===== src/rtl/mem_port_arbiter.sv =====
// -----------------------------------------------------------------------------
// mem_port_arbiter
//
// Shares one single-port synchronous RAM among NUM_REQ requesters (instruction
// fetch, load/store, debug, ...). Each requester has a valid/ready request
// channel. Completion is signalled by a one-cycle response pulse to the
// requester that owns the transaction. Only one transaction is in flight at a
// time.
//
// Transaction flow:  IDLE/RESP --handshake--> ISSUE --(read)--> WAIT --> RESP
//                                                   --(write)-----------> RESP
// RESP can accept the next request in the same cycle, so back-to-back
// transactions overlap their RESP and grant cycles.
//
// Build option:
//   ARB_ROUND_ROBIN_EN  defined   -> rotating priority. The search starts at a
//                                    pointer that moves past each winner.
//                       undefined -> fixed priority (index 0 highest), no
//                                    pointer state.
//
// Parameters:
//   NUM_REQ   number of requesters (2..8)
//   ADDR_W    byte-address width
//   DATA_W    RAM word width
//   READ_LAT  RAM read latency in cycles from the address cycle (1..4)
//
// Ports:
//   clk, reset_n   clock, synchronous active-low reset
//   req_valid      per-requester request valid
//   req_ready      per-requester accept (one-hot or zero, combinational)
//   req_we         per-requester write flag (1 = write)
//   req_addr       packed byte addresses, requester i at [i*ADDR_W +: ADDR_W]
//   req_wdata      packed write data, requester i at [i*DATA_W +: DATA_W]
//   rsp_valid      one-cycle completion pulse to the owning requester
//   rsp_rdata      read data with rsp_valid (0 on a write acknowledge)
//   busy           a transaction is in flight
//   ram_address    RAM word address (byte address with bits [1:0] dropped)
//   ram_data       RAM write data
//   ram_wren       RAM write enable, one cycle per write
//   ram_q          RAM read data
// -----------------------------------------------------------------------------
module mem_port_arbiter #(
  parameter int NUM_REQ  = 2,
  parameter int ADDR_W   = 32,
  parameter int DATA_W   = 32,
  parameter int READ_LAT = 1
) (
  input  logic                        clk,
  input  logic                        reset_n,
  input  logic [NUM_REQ-1:0]          req_valid,
  output logic [NUM_REQ-1:0]          req_ready,
  input  logic [NUM_REQ-1:0]          req_we,
  input  logic [NUM_REQ*ADDR_W-1:0]   req_addr,
  input  logic [NUM_REQ*DATA_W-1:0]   req_wdata,
  output logic [NUM_REQ-1:0]          rsp_valid,
  output logic [DATA_W-1:0]           rsp_rdata,
  output logic                        busy,
  output logic [ADDR_W-3:0]           ram_address,
  output logic [DATA_W-1:0]           ram_data,
  output logic                        ram_wren,
  input  logic [DATA_W-1:0]           ram_q
);

  typedef enum logic [1:0] {
    S_IDLE  = 2'd0,
    S_ISSUE = 2'd1,
    S_WAIT  = 2'd2,
    S_RESP  = 2'd3
  } state_t;

  localparam logic [NUM_REQ-1:0] ONE_LSB = NUM_REQ'(1);

  // WAIT covers READ_LAT-1 cycles. The counter is loaded with READ_LAT-2 and
  // leaves WAIT when it reads zero. For READ_LAT = 1, WAIT is skipped.
  localparam logic [1:0] WAIT_INIT = (READ_LAT > 1) ? 2'(READ_LAT - 2) : 2'd0;

  state_t               state;
  logic [NUM_REQ-1:0]   own_p0;     // one-hot owner of the in-flight transaction
  logic                 we_p0;      // in-flight transaction is a write
  logic [1:0]           wait_cnt;

  logic [NUM_REQ-1:0]   grant;
  logic                 accept;
  logic                 handshake;
  logic                 sel_we;
  logic [ADDR_W-1:0]    sel_addr;
  logic [DATA_W-1:0]    sel_wdata;
  logic                 unused_addr_bits;

  // Isolate the lowest set bit (two's-complement trick).
  function automatic logic [NUM_REQ-1:0] lowest_set(input logic [NUM_REQ-1:0] v);
    return v & (~v + ONE_LSB);
  endfunction

`ifdef ARB_ROUND_ROBIN_EN
  localparam int PTR_W = (NUM_REQ > 1) ? $clog2(NUM_REQ) : 1;

  logic [PTR_W-1:0]     rr_ptr;
  logic [2*NUM_REQ-1:0] vld_rot2;
  logic [2*NUM_REQ-1:0] gnt_rot2;
  logic [NUM_REQ-1:0]   gnt_rot;
  logic                 unused_rr_bits;

  // Pointer value after a grant: one past the winner, wrapping to 0.
  function automatic logic [PTR_W-1:0] next_ptr(input logic [NUM_REQ-1:0] oh);
    logic [PTR_W-1:0] p;
    p = '0;
    for (int i = 0; i < NUM_REQ; i++) begin
      if (oh[i]) begin
        p = (i == NUM_REQ - 1) ? '0 : PTR_W'(i + 1);
      end
    end
    return p;
  endfunction

  // Rotate the request vector so that the pointer position sits at bit 0,
  // take the lowest valid bit, then rotate the grant back. Doubling the
  // vector turns the rotations into plain shifts.
  always_comb begin
    vld_rot2 = {req_valid, req_valid} >> rr_ptr;
    gnt_rot  = lowest_set(vld_rot2[NUM_REQ-1:0]);
    gnt_rot2 = {gnt_rot, gnt_rot} << rr_ptr;
    grant    = gnt_rot2[2*NUM_REQ-1:NUM_REQ];
  end

  assign unused_rr_bits = ^{vld_rot2[2*NUM_REQ-1:NUM_REQ], gnt_rot2[NUM_REQ-1:0]};
`else
  assign grant = lowest_set(req_valid);
`endif

  // Requests are accepted only in IDLE or RESP, never while reset is asserted.
  assign accept    = reset_n && ((state == S_IDLE) || (state == S_RESP));
  assign req_ready = accept ? grant : '0;
  assign handshake = |(req_valid & req_ready);

  // Payload of the winning requester.
  always_comb begin
    sel_we    = 1'b0;
    sel_addr  = '0;
    sel_wdata = '0;
    for (int i = 0; i < NUM_REQ; i++) begin
      if (grant[i]) begin
        sel_we    = req_we[i];
        sel_addr  = req_addr[i*ADDR_W +: ADDR_W];
        sel_wdata = req_wdata[i*DATA_W +: DATA_W];
      end
    end
  end

  // Word access only: the byte offset is discarded.
  assign unused_addr_bits = ^sel_addr[1:0];

  // Read data comes straight from the RAM in the RESP cycle. A register here
  // would add a cycle to the read latency.
  assign rsp_rdata = ((state == S_RESP) && !we_p0) ? ram_q : '0;

  // ---- stage p0: grant/latch -> RAM issue -> wait -> response ----
  always_ff @(posedge clk) begin
    if (!reset_n) begin
      state       <= S_IDLE;
      own_p0      <= '0;
      we_p0       <= 1'b0;
      wait_cnt    <= '0;
      busy        <= 1'b0;
      rsp_valid   <= '0;
      ram_wren    <= 1'b0;
      ram_address <= '0;
      ram_data    <= '0;
`ifdef ARB_ROUND_ROBIN_EN
      rr_ptr      <= '0;
`endif
    end else begin
      rsp_valid <= '0;
      ram_wren  <= 1'b0;
      case (state)
        S_IDLE, S_RESP: begin
          if (handshake) begin
            own_p0      <= grant;
            we_p0       <= sel_we;
            ram_address <= sel_addr[ADDR_W-1:2];
            ram_data    <= sel_wdata;
            ram_wren    <= sel_we;
            busy        <= 1'b1;
            state       <= S_ISSUE;
`ifdef ARB_ROUND_ROBIN_EN
            rr_ptr      <= next_ptr(grant);
`endif
          end else begin
            busy  <= 1'b0;
            state <= S_IDLE;
          end
        end
        S_ISSUE: begin
          if (we_p0 || (READ_LAT == 1)) begin
            rsp_valid <= own_p0;
            state     <= S_RESP;
          end else begin
            wait_cnt <= WAIT_INIT;
            state    <= S_WAIT;
          end
        end
        S_WAIT: begin
          if (wait_cnt == 2'd0) begin
            rsp_valid <= own_p0;
            state     <= S_RESP;
          end else begin
            wait_cnt <= wait_cnt - 2'd1;
          end
        end
        default: state <= S_IDLE;
      endcase
    end
  end

endmodule


===== config.mk =====
export PLATFORM = sky130hd
export DESIGN_NAME = mem_port_arbiter
export DESIGN_NICKNAME = d
export VERILOG_FILES = /design/src/rtl/mem_port_arbiter.sv
export SDC_FILE = /design/constraint.sdc
export NUM_CORES = 1
export LEC_CHECK = 0
export CORE_MARGIN = 5
export CORE_UTILIZATION = 35
export DETAILED_ROUTE_END_ITERATION = 16
export PLACE_DENSITY = 0.9
export SYNTH_ARGS = -nofsm -noshare
export SYNTH_HDL_FRONTEND = slang
export SYNTH_SLANG_ARGS = --single-unit

===== constraint.sdc =====
create_clock -name clk -period 4.58 [get_ports clk]
set_input_delay 0.916 -clock clk [delete_from_list [all_inputs] [get_ports clk]]
set_output_delay 0.916 -clock clk [all_outputs]
set_load 0.1 [all_outputs]

==> reports/metrics.csv, run 1 <==
stage,metric,value,unit
setup_path,crit path max fanout,32,
setup_path,crit-path leading delay family,simple AND/OR/NAND/NOR gates,
sta,RSZ-0062 raised after global routing,false,
final_layout,synth-to-layout area growth,85.90,%
clock_network,# clock sinks,73,
setup_path,worst r2r path cells,5,
place,IO buf count,261,
floorplan,Initial Utilization,35.90,%
place,DPL Wire Length,9.049,mm
setup_path,cells along the critical path,ha_1 > nor2b_2 > and2_1 > buf_4,
power_and_ir_drop,Static Leak,2.293,nW
run,max cap viols,0,
route,Antenna Nets Post-Route,0,
grt,first-pass GRT wire length,18.70,mm
final_layout,share of layout cells above drive strength 1,9.416,%
yosys,Synth Cell Area,3115,um2
sta,maximum operating frequency,330.0,MHz
route,DR vias,3654,
setup_path,CP endpoint kind,primary output,
setup_path,CP endpoint,rsp_rdata[18],
grt,initial antenna violation count,0,
setup_path,critical path depth in cells,4,
setup_path,Critical Path AT,2110,ps
grt,largest net degree at the start of global routing,68,
route,vias per cell,5.047,
route,DR iter-0 viols,121,
yosys,Post-synth EDFFs,0,
final_layout,Filler cells,699,
yosys,area share of fa/ha/maj cells after synthesis,1.606,%
clock_network,TritonCTS Buffers,9,
setup_path,RR Startpoint,state[0],
yosys,fraction of the mapped netlist area in compound gates,19.48,%
clock_network,number of hold buffers added after CTS,0,
place,Placed Cells,708,
yosys,sequential area share after synthesis,46.91,%
yosys,largest family of logic cells by synthesized area,simple AND/OR/NAND/NOR gates,
setup_path,Worst Setup SP,state[1],
route,drt wl/cell,16.66,um
grt,GRT Total Usage,20.94,%
route,# DRC,0,
final_layout,Non-Filler Instances,724,
setup_path,slowest CP cell,nor2b_2,
yosys,post-synthesis cell type count,22,
run_status,outcome,completed,
clock_network,CTS Buffer Depth,2,
power_and_ir_drop,Peak VDD IR,233.0,uV
clock_network,"Clk Latency, worst-skew pair",330,ps
sta,final setup vio count,0,
setup_path,Reg2Reg Setup Slack,2310,ps
route,Detailed Routing Iterations Pass 1,4,
final_layout,Layout Nets,781,
final_layout,Diodes inserted,0,
sta,worst slew pin tran,1240,ps
clock_network,"Gates resized, CTS repair",0,
sta,Rel. slew slack,17.30,%
clock_network,Post-CTS Repair Setup Buffers,0,
setup_path,worst setup path class,flop to primary output,
setup_path,worst r2r dst,ram_address[26],
floorplan,I/O pin count,266,
yosys,Syn Inst Count,370,
yosys,synth warn,0,
yosys,"Avg Cell Area, Syn",8.420,um2
setup_path,crit-path max cell delay,700,ps
yosys,post-synthesis simple-gate area fraction,25.02,%
sta,Post-Route Setup TNS,0,ps
final_layout,most frequent cells in the layout,"226 x clkdlybuf4s50_1, 132 x nor2_1, 73 x dfxtp_1, 63 x o221ai_1, 37 x buf_4",
sta,Worst Skew,7.948,ps
setup_path,Worst setup SP type,flop,
floorplan,Die W,104.3,um
sta,ratio of final minimum period to clock period,66.16,%
yosys,Synth Register Bits,73,
final_layout,"most common cell after layout, fill and taps aside",clkdlybuf4s50_1,
yosys,mux share of post-synthesis cell area,0,%
floorplan,core area,8678,um2
clock_network,H-tree Lvls,3,
clock_network,clock root buffer,clkbuf_8,
setup_path,critical path data required time,3660,ps
sta,post-layout min period,3030,ps
clock_network,Clock transition at path regs,70,ps
sta,pins over their slew limit,0,
yosys,Main synth FF type,dfxtp_1,
place,RD Place Congestion,0.7792,
floorplan,number of placement rows,34,
clock_network,CTS tree,done,
route,final WL,12.06,mm
grt,vias in the first global route,3771,
setup_path,"Buf+Inv Stages, Crit Path",1,
yosys,xor/xnor share of the synthesized area,0.2811,%
floorplan,Die Y,104.3,um
yosys,Post-synth ARST share,0,%
grt,grt ovf,0,
sta,Final Hold Violating Endpoints,0,
min_path,Hold WC Path Type,flop to flop,
floorplan,die area,10890,um2
power_and_ir_drop,pwr/cell area,463.9,nW/um2
yosys,syn nets,540,
## worst min path at each step
stage          startpoint           end  slack (ps)  cells past startpoint
2_1_floorplan   own_p0[0]  rsp_valid[0]         430                      1
3_3_place_gp    own_p0[0]     own_p0[0]         440                      2
3_5_place_dp    own_p0[0]     own_p0[0]         440                      2
4_1_cts         own_p0[0]     own_p0[0]         460                      2
5_1_grt         own_p0[0]     own_p0[0]         490                      2
6_report        own_p0[0]     own_p0[0]         450                      2
## cell type report
| class | count | area (um2) | share of cell area (%) |
|---|---|---|---|
| Clock buffer | 10 | 137.6 | 2.376 |
| Clock inverter | 6 | 42.54 | 0.7345 |
| Inverter | 5 | 18.77 | 0.3240 |
| Multi-Input combinational cell | 258 | 1451 | 25.06 |
| Sequential cell | 73 | 1461 | 25.23 |
| Tap cell | 108 | 135.1 | 2.333 |
| Timing Repair Buffer | 264 | 2545 | 43.94 |
## cell usage after synthesis (3+ instances only)
cell	number	share of area (%)
inv_1	5	0.60
a21oi_1	5	0.80
buf_2	11	1.8
clkbuf_1	10	1.2
o221ai_1	63	18
o21ai_0	3	0.48
dfxtp_1	73	47
buf_4	13	3.1
and2_1	34	6.8
nor2_1	132	16
ha_1	4	1.6
nand2_1	7	0.84
## logic make-up (layout without fill, tap and decap cells)
| group | count (synthesis) | count (layout) |
|---|---|---|
| fa+ha+maj | 4 | 4 |
| simple gates | 180 | 180 |
| compound gates | 73 | 73 |
| buf+inv | 39 | 285 |
| flops | 73 | 73 |
| xor+xnor | 1 | 1 |
## tightest hold or removal path: cells and delay by family, from the launching register on
family             cells  cell delay, ps
AOI/OAI and AO/OA      1              50
and+or+nand+nor        1              50
DFF                    1             310
## per-layer routing
layer	vias to the layer above	routed length (um)	track usage [%]
li1	1768	-	-
met1	1698	4523	22.23
met2	167	6261	37.78
met3	21	1014	7.573
met4	0	259	7.401
met5	-	0	0
## stage by stage
| stage | hold slack (ps) | setup WS, ps | utilization (%) | total power, W | area [um2] |
|---|---|---|---|---|---|
| after detailed placement | 444.5 | 1473 | 64.63 | 0.002247 | 5609 |
| after global placement | 440.2 | 1596 | 64.63 | 0.002221 | 5609 |
| final | 451.4 | 1550 | 66.74 | 0.002687 | 5792 |
| after global routing | 487.9 | 1338 | 66.74 | 0.002804 | 5792 |
| after floorplan | 429.6 | 1040 | - | 0.001845 | 3115 |
| after CTS | 455.1 | 1102 | 66.71 | 0.002710 | 5789 |
## power breakdown
| group | leakage [nW] | total (W) | internal (W) | switching, W |
|---|---|---|---|---|
| registers | 0.605 | 0.000788 | 0.000737 | 0.0000517 |
| clock network | 0.0887 | 0.000456 | 0.000212 | 0.000243 |
| logic | 1.60 | 0.00144 | 0.000386 | 0.00106 |
| total | 2.29 | 0.00269 | 0.00134 | 0.00135 |
## flip-flops by register name (all words and copies together) (netlist names), 2 cells and up
name,count
own_p0,2
ram_address,30
ram_data,32
rsp_valid,2
state,2
wait_cnt,2
(Power assumes the default switching activity.)
==> run 2, diff against run 1 <==
--- a/config.mk
+++ b/config.mk
@@ -6,9 +6,9 @@
 export NUM_CORES = 1
 export LEC_CHECK = 0
 export CORE_MARGIN = 5
-export CORE_UTILIZATION = 35
+export CORE_UTILIZATION = 29
 export DETAILED_ROUTE_END_ITERATION = 16
-export PLACE_DENSITY = 0.9
+export PLACE_DENSITY = 0.8
 export SYNTH_ARGS = -nofsm -noshare
 export SYNTH_HDL_FRONTEND = slang
 export SYNTH_SLANG_ARGS = --single-unit
==> constraint.sdc (replaced) <==
create_clock -name clk -period 2.65 [get_ports clk]
set_input_delay 0.53 -clock clk [delete_from_list [all_inputs] [get_ports clk]]
set_output_delay 0.53 -clock clk [all_outputs]
set_load 0.1 [all_outputs]
==> run 2 against run 1 <==
Compared with the run above:
- critical path depth rose by 1
- flip-flop and latch count stayed put
- via count shrank 1.7%
- combinational power up 75%
- sequential share of layout area fell by 1.4 points
==> reports/metrics.csv, run 2 (synthesis results as in run 1) <==
stage,metric,value,unit
min_path,Hold WC Path Type,flop to flop,
route,Detailed Routing Iterations Pass 1,4,
floorplan,core area,10420,um2
final_layout,synth-to-layout area growth,97.15,%
clock_network,Post-CTS Repair Setup Buffers,0,
place,IO buf count,261,
route,Antenna Nets Post-Route,0,
route,# DRC,0,
clock_network,CTS Buffer Depth,2,
min_path,WHS Path Cells,1,
final_layout,Largest regs,"ram_data (32), ram_address (30)",
clock_network,# clock sinks,73,
place,RD Place Congestion,0.7708,
run_status,outcome,completed,
setup_path,Worst setup SP type,flop,
sta,post-layout min period,2436,ps
setup_path,worst r2r dst,ram_address[15],
setup_path,crit-path max cell delay,380,ps
setup_path,cells along the critical path,ha_1 > nor2b_1 > buf_4 > and2_1 > buf_12,
sta,worst hold margin,466.7,ps
power_and_ir_drop,Peak VDD IR,541.9,uV
place,placed instance area,5947,um2
floorplan,die area,12920,um2
sta,Final Hold Violating Endpoints,0,
clock_network,clock root buffer,clkbuf_8,
sta,final setup vio count,0,
setup_path,worst setup path class,flop to primary output,
final_layout,max reg flops,32,
route,vias per cell,4.746,
clock_network,CTS tree,done,
setup_path,slowest CP cell,dfxtp_1,
clock_network,"Clk Latency, worst-skew pair",330,ps
route,final WL,12.00,mm
final_layout,Layout Nets,786,
grt,GRT Total Usage,17.61,%
power_and_ir_drop,pwr/cell area,770.1,nW/um2
floorplan,Initial Utilization,29.91,%
floorplan,number of placement rows,37,
floorplan,Die Y,113.7,um
min_path,HP Start,own_p0[1],
final_layout,most frequent cells in the layout,"160 x clkdlybuf4s50_1, 130 x nor2_1, 74 x buf_4, 73 x dfxtp_1, 63 x o221ai_1",
power_and_ir_drop,internal power,0.002390,W
setup_path,Reg2Reg Setup Slack,780,ps
power_and_ir_drop,Gate power share,53.2,%
min_path,Hold Crit Endpoint,rsp_valid[1],
power_and_ir_drop,NetSw,0.002340,W
setup_path,"Buf+Inv Stages, Crit Path",2,
setup_path,critical path data required time,2120,ps
final_layout,fin area,6142,um2
grt,vias in the first global route,3704,
setup_path,crit path max fanout,26,
final_layout,Final Core Density,58.97,%
setup_path,RR Startpoint,state[0],
sta,maximum operating frequency,410.5,MHz
sta,Post-Route Setup TNS,0,ps
sta,RSZ-0062 raised after global routing,false,
sta,pins over their slew limit,0,
power_and_ir_drop,Overall Power,0.004730,W
sta,Worst Skew,7.100,ps
place,DPL Wire Length,9.538,mm
final_layout,share of layout cells above drive strength 1,20.93,%
grt,grt ovf,0,
grt,largest net degree at the start of global routing,68,
floorplan,I/O pin count,266,
setup_path,CP endpoint kind,primary output,
grt,initial antenna violation count,1,
final_layout,Diodes inserted,0,
route,drt wl/cell,15.85,um
setup_path,worst r2r path cells,6,
clock_network,number of hold buffers added after CTS,0,
route,DR iter-0 viols,193,
power_and_ir_drop,Sw Share,49.48,%
route,DR vias,3593,
sta,ratio of final minimum period to clock period,91.93,%
run,max cap viols,0,
sta,Rel. slew slack,54.32,%
floorplan,Die W,113.7,um
grt,first-pass GRT wire length,18.48,mm
sta,worst slew pin tran,685.2,ps
clock_network,"Gates resized, CTS repair",0,
power_and_ir_drop,Sequential Power Share,28.9,%
setup_path,Critical Path AT,1910,ps
power_and_ir_drop,Static Leak,2.532,nW
clock_network,Clock transition at path regs,70,ps
final_layout,Top reg by flops,ram_data,
clock_network,H-tree Lvls,3,
clock_network,TritonCTS Buffers,9,
power_and_ir_drop,Clk pwr share,17.9,%
setup_path,crit-path leading delay family,simple AND/OR/NAND/NOR gates,
final_layout,"most common cell after layout, fill and taps aside",clkdlybuf4s50_1,
==> run 2: cell count changes in the layout (fill, tap and decap cells not counted), sizes merged <==
| cell | delta |
|---|---|
| bufinv | +1 |
| buf | +71 |
| clkinv | +3 |
| clkbuf | -1 |
| clkdlybuf4s50 | -66 |
| inv | -1 |
| clkinvlp | -2 |
==> run 2: power by group through the flow <==
stage | sequential, W | combinational (W) | clock (W)
3_5_place_dp | 0.00139 | 0.00253 | 0
2_1_floorplan | 0.00256 | 0.000626 | 0
5_1_grt | 0.00139 | 0.00262 | 0.000935
4_1_cts | 0.00137 | 0.00253 | 0.000884
6_report | 0.00137 | 0.00252 | 0.000846
3_3_place_gp | 0.00138 | 0.00250 | 0
==> run 2: final cells by class <==
cell class,count,area (um2)
Fill cell,902,4274
Timing Repair Buffer,269,2843
Inverter,5,18.77
Sequential cell,73,1461
Tap cell,136,170.2
Clock buffer,9,123.9
Clock inverter,7,71.32
Multi-Input combinational cell,258,1454
==> run 2: worst max path at each step <==
stage                  from             to  depth (start not counted)
2_1_floorplan      state[0]   req_ready[1]                          7
3_3_place_gp   req_valid[0]   req_ready[1]                          4
3_5_place_dp   req_valid[0]   req_ready[1]                          4
4_1_cts            state[1]  rsp_rdata[10]                          5
5_1_grt            state[1]  rsp_rdata[10]                          5
6_report           state[0]  rsp_rdata[10]                          5
==> run 2: per-layer routing <==
metal	global-route usage, %	vias to the layer above	part of all wire [%]	wire (um)
li1	-	1778	-	-
met1	19.84	1652	38	4572
met5	0	-	0.13	15
met3	4.775	15	6.8	810
met4	4.567	2	1.4	168
met2	32.59	146	54	6432
==> run 2: worst register-to-register path: stages (launching register included) <==
cell and delay, ps:
dfxtp_1 380, inv_1 60, ha_1 420, nand3b_1 200
buf_4 390, o221ai_1 220, nor2_1 150
==> run 2: metrics by stage <==
step | setup WS (ps) | cells
5_1_grt | 39.64 | 757
3_5_place_dp | 475.8 | 741
3_3_place_gp | 489.3 | 741
6_report | 214.0 | 757
2_1_floorplan | 156.9 | 370
4_1_cts | 178.1 | 757
==> run 3, diff against run 2 <==
--- a/config.mk
+++ b/config.mk
@@ -9,6 +9,8 @@
 export CORE_UTILIZATION = 29
 export DETAILED_ROUTE_END_ITERATION = 16
 export PLACE_DENSITY = 0.8
+export RECOVER_POWER = 25
+export REMOVE_ABC_BUFFERS = 1
 export SYNTH_ARGS = -nofsm -noshare
 export SYNTH_HDL_FRONTEND = slang
 export SYNTH_SLANG_ARGS = --single-unit
==> constraint.sdc (replaced) <==
create_clock -name clk -period 2.19 [get_ports clk]
set_input_delay 0.438 -clock clk [delete_from_list [all_inputs] [get_ports clk]]
set_output_delay 0.438 -clock clk [all_outputs]
set_load 0.1 [all_outputs]
==> run 3 against run 2 <==
Compared with the run above:
- final cell count grew 0.13%
- critical path depth is the same
- clock skew grew 2.7 ps
- utilization grew 0.38 points
- sequential share of layout area shrank 0.11 points
- combinational power grew 21%
- first-iteration DRC count shrank 32%
- clock-buffer cell count grew 3
- register-to-register slack lost 310 ps
- worst hold slack gained 5.5 ps
- via count grew 2.3%
- critical endpoint unchanged
- highest routed layer is now met4
==> reports/metrics.csv, run 3 (synthesis results as in run 1) <==
stage,metric,value,unit
setup_path,Worst setup SP type,flop,
setup_path,cells along the critical path,ha_1 > nor2b_2 > buf_4 > and2_1 > buf_12,
grt,largest net degree at the start of global routing,68,
sta,worst hold margin,472.2,ps
power_and_ir_drop,Peak VDD IR,628.8,uV
sta,post-layout min period,2072,ps
clock_network,Clock transition at path regs,80,ps
setup_path,Reg2Reg Setup Slack,470,ps
route,Detailed Routing Iterations Pass 1,4,
final_layout,"most common cell after layout, fill and taps aside",clkdlybuf4s50_1,
final_layout,Diodes inserted,0,
clock_network,CTS Buffer Depth,2,
min_path,HP Start,own_p0[1],
route,drt wl/cell,16.34,um
sta,Worst Skew,9.845,ps
setup_path,crit-path max cell delay,370,ps
clock_network,CTS tree,done,
setup_path,"Buf+Inv Stages, Crit Path",2,
place,DPL Wire Length,9.770,mm
place,Placed Cells,741,
floorplan,number of placement rows,37,
min_path,WHS Path Cells,1,
setup_path,Critical Path AT,1630,ps
grt,initial antenna violation count,0,
grt,vias in the first global route,3833,
final_layout,most frequent cells in the layout,"160 x clkdlybuf4s50_1, 130 x nor2_1, 72 x buf_4, 71 x dfxtp_1, 63 x o221ai_1",
grt,grt ovf,0,
grt,GRT Total Usage,18.35,%
sta,maximum operating frequency,482.7,MHz
final_layout,Non-Filler Instances,758,
power_and_ir_drop,Static Leak,2.536,nW
min_path,Hold Crit Endpoint,rsp_valid[1],
final_layout,Largest regs,"ram_data (32), ram_address (30)",
route,final WL,12.38,mm
final_layout,max reg flops,32,
floorplan,Die W,113.7,um
sta,worst slew pin tran,653.3,ps
clock_network,TritonCTS Buffers,9,
power_and_ir_drop,pwr/cell area,933.9,nW/um2
sta,ratio of final minimum period to clock period,94.59,%
final_layout,Final Core Density,59.35,%
clock_network,number of hold buffers added after CTS,0,
setup_path,Worst Setup SP,state[1],
setup_path,worst setup path class,flop to primary output,
min_path,Hold WC Path Type,flop to flop,
route,DR iter-0 viols,131,
sta,final setup vio count,0,
final_layout,Top reg by flops,ram_data,
final_layout,Filler cells,889,
place,IO buf count,261,
floorplan,Initial Utilization,29.91,%
clock_network,"Clk Latency, worst-skew pair",340,ps
sta,pins over their slew limit,0,
final_layout,synth-to-layout area growth,98.43,%
setup_path,RR Startpoint,state[0],
final_layout,share of layout cells above drive strength 1,21.22,%
sta,RSZ-0062 raised after global routing,true,
route,# DRC,0,
floorplan,core area,10420,um2
setup_path,crit path max fanout,16,
sta,Rel. slew slack,56.45,%
floorplan,I/O pin count,266,
setup_path,slowest CP cell,dfxtp_2,
setup_path,worst r2r path cells,6,
setup_path,crit-path leading delay family,buffers and inverters,
final_layout,Layout Nets,787,
clock_network,clock root buffer,clkbuf_8,
floorplan,Die Y,113.7,um
setup_path,critical path data required time,1750,ps
sta,Final Hold Violating Endpoints,0,
run_status,outcome,completed,
floorplan,die area,12920,um2
clock_network,H-tree Lvls,3,
route,vias per cell,4.847,
setup_path,CP endpoint kind,primary output,
place,RD Place Congestion,0.8471,
grt,first-pass GRT wire length,18.95,mm
clock_network,# clock sinks,73,
route,DR vias,3674,
setup_path,worst r2r dst,ram_data[5],
route,Antenna Nets Post-Route,0,
run,max cap viols,0,
sta,Post-Route Setup TNS,0,ps
## run 3: changes by cell type in the layout (fill, tap and decap cells not counted), sizes merged
cell and change:
clkinv -3, clkbuf +4
## run 3: worst max-delay path by stage
stage / to / slack (ps) / depth (start not counted)
after global routing: rsp_rdata[10] / -10 / 5
after CTS: req_ready[1] / 10 / 5
final: rsp_rdata[10] / 120 / 5
after detailed placement: ram_data[5] / 140 / 5
after floorplan: req_ready[1] / -1880 / 4
after global placement: req_ready[1] / 180 / 4
## run 3: report_power, final
part | leakage [nW] | internal [W] | switching, W
combinational | 1.83 | 0.000841 | 0.00222
clock | 0.101 | 0.000561 | 0.000492
sequential | 0.606 | 0.00154 | 0.000116
## run 3: final cells by class
type                    count  area, um2  area share, %
clock inverters             4      52.55         0.8500
repair buffers            270       2863          46.31
clock buffers              12      145.1          2.348
well taps                 136      170.2          2.752
inverters                   5      18.77         0.3036
flip-flops and latches     73       1464          23.68
multi-input cells         258       1469          23.76
## run 3: through the flow
step	total power [W]	worst slack, ps	instance area (um2)
after detailed placement	0.004748	139.2	5954
after global routing	0.006049	-10.91	6182
final	0.005773	118.5	6182
after CTS	0.005822	14.86	6160
after global placement	0.004702	184.4	5954
after floorplan	0.003788	-1880	2925
## run 3: per-layer routing
metal | GRT usage (%) | wire length (um) | vias up
li1 | - | - | 1783
met5 | 0 | 0 | -
met3 | 6.260 | 1246 | 15
met1 | 19.64 | 4579 | 1686
met4 | 7.131 | 200 | 0
met2 | 33.10 | 6355 | 190
## run 3: repair_timing
item / CTS / global route
setup endpoints to repair: 2 / 34
gates cloned: 0 / 1
gates resized for setup: 3 / 7
buffers inserted: 0 / 0
